[config.mk]
export PLATFORM = sky130hd
export DESIGN_NAME = clocked_demux
export DESIGN_NICKNAME = d
export VERILOG_FILES = /design/src/rtl/clocked_demux.sv
export SDC_FILE = /design/constraint.sdc
export NUM_CORES = 1
export LEC_CHECK = 0
export CAP_MARGIN = 10
export CORE_MARGIN = 2
export CORE_UTILIZATION = 30
export DETAILED_ROUTE_END_ITERATION = 8
export GPL_TIMING_DRIVEN = 1
export SLEW_MARGIN = 30
export SYNTH_ARGS = -nofsm -noshare
export SYNTH_HDL_FRONTEND = slang
export SYNTH_SLANG_ARGS = --single-unit
[constraint.sdc]
create_clock -name clock -period 2.05 [get_ports clock]
set_input_delay 0.41 -clock clock [delete_from_list [all_inputs] [get_ports clock]]
set_output_delay 0.41 -clock clock [all_outputs]
set_load 0.01 [all_outputs]
[src/rtl/clocked_demux.sv]
// clocked_demux: receive side of the clocked time-multiplexed link.
// Splits an alternating first/second word stream back into parallel
// pos/neg words. A sync marker aligns the pair boundary, and each
// completed pair is presented with a one-cycle pair_valid pulse.
module clocked_demux #(
  parameter int IN_WIDTH    = 30,
  parameter int OUT_WIDTH   = 32,
  parameter bit INVERT      = 1'b1,
  parameter bit SIGN_EXTEND = 1'b1
) (
  input  logic                 clock,
  input  logic                 reset,
  input  logic [IN_WIDTH-1:0]  q_in,
  input  logic                 sync_in,
  output logic [OUT_WIDTH-1:0] pos_out,
  output logic [OUT_WIDTH-1:0] neg_out,
  output logic                 pair_valid,
  output logic                 locked,
  output logic                 phase_err,
  output logic [7:0]           err_count
);

  if (OUT_WIDTH < IN_WIDTH) begin : g_width_check
    $error("clocked_demux: OUT_WIDTH must be >= IN_WIDTH");
  end

  typedef enum logic {UNLOCKED = 1'b0, LOCKED = 1'b1} state_t;

  // Widen one received word to the output width. Sign or zero fill
  // depends on SIGN_EXTEND; equal widths pass straight through.
  function automatic logic [OUT_WIDTH-1:0] ext_word(input logic [IN_WIDTH-1:0] w);
    logic signed [IN_WIDTH-1:0] ws;
    logic [OUT_WIDTH-1:0]       r;
    ws = w;
    if (SIGN_EXTEND) r = OUT_WIDTH'(ws);
    else             r = OUT_WIDTH'(w);
    return r;
  endfunction

  state_t                                   state_p0;
  logic                                     phase_p0;
  (* shreg_extract = "no" *) logic [IN_WIDTH-1:0]  hold_p0;
  (* shreg_extract = "no" *) logic [OUT_WIDTH-1:0] pos_p1;
  (* shreg_extract = "no" *) logic [OUT_WIDTH-1:0] neg_p1;
  logic                                     vld_p1;
  logic                                     locked_p1;
  logic                                     perr_p1;
  logic [7:0]                               err_cnt_p1;

  // Stage p0 -> p1: lock/phase tracking, first-word capture, pair emission
  always_ff @(posedge clock) begin
    if (reset) begin
      state_p0   <= UNLOCKED;
      phase_p0   <= 1'b0;
      hold_p0    <= '0;
      pos_p1     <= '0;
      neg_p1     <= '0;
      vld_p1     <= 1'b0;
      locked_p1  <= 1'b0;
      perr_p1    <= 1'b0;
      err_cnt_p1 <= 8'd0;
    end else begin
      vld_p1  <= 1'b0;
      perr_p1 <= 1'b0;
      case (state_p0)
        UNLOCKED: begin
          if (sync_in) begin
            hold_p0   <= q_in;
            phase_p0  <= 1'b1;
            state_p0  <= LOCKED;
            locked_p1 <= 1'b1;
          end
        end
        LOCKED: begin
          if (!phase_p0) begin
            // The marker is optional once locked.
            hold_p0  <= q_in;
            phase_p0 <= 1'b1;
          end else if (sync_in) begin
            // Marker on a second-word slot: drop the pending word and
            // realign on this one as the new first word.
            hold_p0 <= q_in;
            perr_p1 <= 1'b1;
            if (err_cnt_p1 != 8'hFF) err_cnt_p1 <= err_cnt_p1 + 8'd1;
          end else begin
            phase_p0 <= 1'b0;
            vld_p1   <= 1'b1;
            if (INVERT) begin
              pos_p1 <= ext_word(hold_p0);
              neg_p1 <= ext_word(q_in);
            end else begin
              neg_p1 <= ext_word(hold_p0);
              pos_p1 <= ext_word(q_in);
            end
          end
        end
        default: state_p0 <= UNLOCKED;
      endcase
    end
  end

  assign pos_out    = pos_p1;
  assign neg_out    = neg_p1;
  assign pair_valid = vld_p1;
  assign locked     = locked_p1;
  assign phase_err  = perr_p1;
  assign err_count  = err_cnt_p1;

endmodule

==> results.py <==
metrics = {
    "outcome": {
        "status": "finished, final reports clean",
    },
    "logic_synthesis": {
        "avgSynthCellArea_um2": 8.12,
        "synth_compound_area_share_pct": 18.2,
        "yosysUniqueCellTypes": 34,
        "synthesis.area_mm2": 0.00382,
        "ys_seq_area_share_pct": 53.9,
        "synth_warnings": 0,
        "postSynthCellCount": 471,
        "synth_edf_count": 0,
        "synth_ff_type": "dfxtp_1",
        "synth.area.mux_share_pct": 1.15,
        "yosys.area_share.simple_pct": 20.8,
        "synth_xor_area_share_pct": 0,
        "ys_ff_latch": 103,
        "synth_top_family_by_area": "simple AND/OR/NAND/NOR gates",
        "async_flop_share_pct": 0,
        "syn_nets": 505,
        "synth_fa_ha_area_share_pct": 0.327,
    },
    "drt": {
        "antenna_left": 0,
        "drcViolationCount": 0,
        "drt_iter0_drc": 186,
        "via_per_inst": 4.74,
        "wl_per_cell_um": 13.6,
        "dr.pass1.iters": 4,
        "num_vias": 3502,
        "routed_wl_mm": 10.0,
    },
    "critical_path": {
        "crit_arrival_ns": 1.42,
        "worst-endpoint-required_ns": 1.64,
        "cpPeakStageDelay_ns": 0.60,
        "path_delay_family": "buffers and inverters",
        "crit_fanout": 6,
        "slowest_stage": "clkdlybuf4s50_1",
        "critPathBufInv": 1,
        "path_cells": "clkdlybuf4s50_1",
        "cp-end-kind": "primary output",
        "critPathLaunchType": "flop",
        "critical_path_class": "flop to primary output",
    },
    "placed_design": {
        "place_area_mm2": 0.00511,
        "hpwl_mm": 6.73,
        "dp_cells": 724,
        "numPortBuffers": 107,
        "place_congestion": 0.763,
        "place_ws_ns": -0.0233,
    },
    "timing": {
        "fin_crit_ns": 1.83,
        "max_freq_mhz": 548,
        "setup_tns_ns": 0,
        "worst_slack_ns": 0.225,
        "hold_viol": 0,
        "worst_pin_slew_ns": 0.363,
        "clock_skew_ns": 0.00380,
        "drv_slew": 0,
        "fin_crit_sh_pct": 89.0,
        "fin_hold_ws_ns": 0.454,
        "setup_viol": 0,
        "slew_headroom_pct": 75.8,
        "rsz0062_at_grt": "false",
    },
    "die": {
        "core_mm2": 0.0125,
        "chipWidth_um": 117,
        "start_util_pct": 30.5,
        "die_h_um": 117,
        "rows": 41,
        "dieArea_mm2": 0.0137,
        "pin_count": 108,
    },
    "finish": {
        "diodes": 0,
        "nNetsFinal": 597,
        "fin_util_pct": 43.1,
        "synthToLayoutAreaGrowth_pct": 41.2,
        "final_cell_mix": "nand2_1, clkdlybuf4s50_1, dfxtp_1, a21oi_1, nand3_1",
        "drive_above_1_share_pct": 7.76,
        "finalInstanceArea_mm2": 0.00540,
        "final_common_cell": "nand2_1",
        "fin_cells": 739,
    },
    "clock_network": {
        "cts_resized": 0,
        "cts_tree": "done",
        "clock-sinks": 103,
        "cts_setup_buffers": 0,
        "cts_buffer_depth": 2,
        "htreeDepth": 3,
        "numCtsBuffers": 9,
        "postCtsHoldBufs": 0,
        "clk-insertion-delay-late_ns": 0.34,
        "cts-root-buf": "clkbuf_16",
        "clk_pin_slew_ns": 0.07,
    },
    "worst_hold_path": {
        "hold_path.class": "flop to flop",
    },
    "job": {
        "maxCapViolCount": 0,
    },
    "global_route": {
        "grt_pass1_vias": 3432,
        "grt.overflow.total": 0,
        "antenna_found_initial": 0,
        "grt_usage_pct": 15.1,
        "grt_max_degree": 53,
        "grt_pass1_wl_mm": 16.4,
    },
    "power_and_ir_drop": {
        "peakVddDrop_mv": 0.332,
        "p_per_area_mw_per_mm2": 760,
        "p_leak_nw": 1.81,
        "power_mw": 4.10,
    },
}
[registers in the layout (all words and copies together), names as in the netlist]
register and count:
phase_p0 1, err_count 8, pair_valid 1, state_p0 1, neg_out 30, pos_out 30
phase_err 1, locked 1, hold_p0 30
[final timing paths]
path,cells after the start,slack [ns],from,endpoint
max reg2reg,4,0.39,err_count[0],err_count[3]
min reg2reg,2,0.45,neg_out[20],neg_out[20]
max,1,0.22,err_count[5],err_count[5]
min,2,0.45,neg_out[20],neg_out[20]
[where the power goes]
part	switching, mW	total (mW)	internal, mW
clock	0.718	1.63	0.912
sequential	0.0389	2.11	2.07
combinational	0.191	0.364	0.173
total	0.948	4.10	3.15
[per-layer routing]
metal	GRT usage, %	part of all wire, %	vias up
met3	3.45	5.8	11
met4	6.35	1.6	0
met1	18.8	45	1633
met2	25.3	47	97
li1	-	-	1761
met5	0	0	-
[synthesized netlist by cell type (3+ instances only)]
master / n / area, um2
nand3_1: 32 / 160
buf_2: 3 / 15.0
buf_1: 3 / 11.3
mux2_2: 3 / 33.8
nor2b_1: 4 / 25.0
o21ai_0: 30 / 150
nand2_1: 124 / 465
buf_4: 5 / 37.5
nor2_1: 8 / 30.0
clkbuf_1: 32 / 120
dfxtp_1: 103 / 2060
inv_1: 5 / 18.8
a21oi_1: 95 / 475
[layout make-up]
cell class / count / area (um2)
repair buffers: 125 / 1270
multi-input cells: 319 / 1550
clock inverters: 3 / 17.5
flip-flops and latches: 103 / 2060
clock buffers: 12 / 267
inverters: 5 / 18.8
fillers: 1307 / 7120
well taps: 172 / 215
[logic make-up after synthesis]
| family | Yosys count |
|---|---|
| compound gates | 133 |
| mux | 4 |
| buf+inv | 49 |
| simple gates | 181 |
| flops | 103 |
| fa+ha+maj | 1 |
Note: power is estimated with default switching activity, not from simulation.
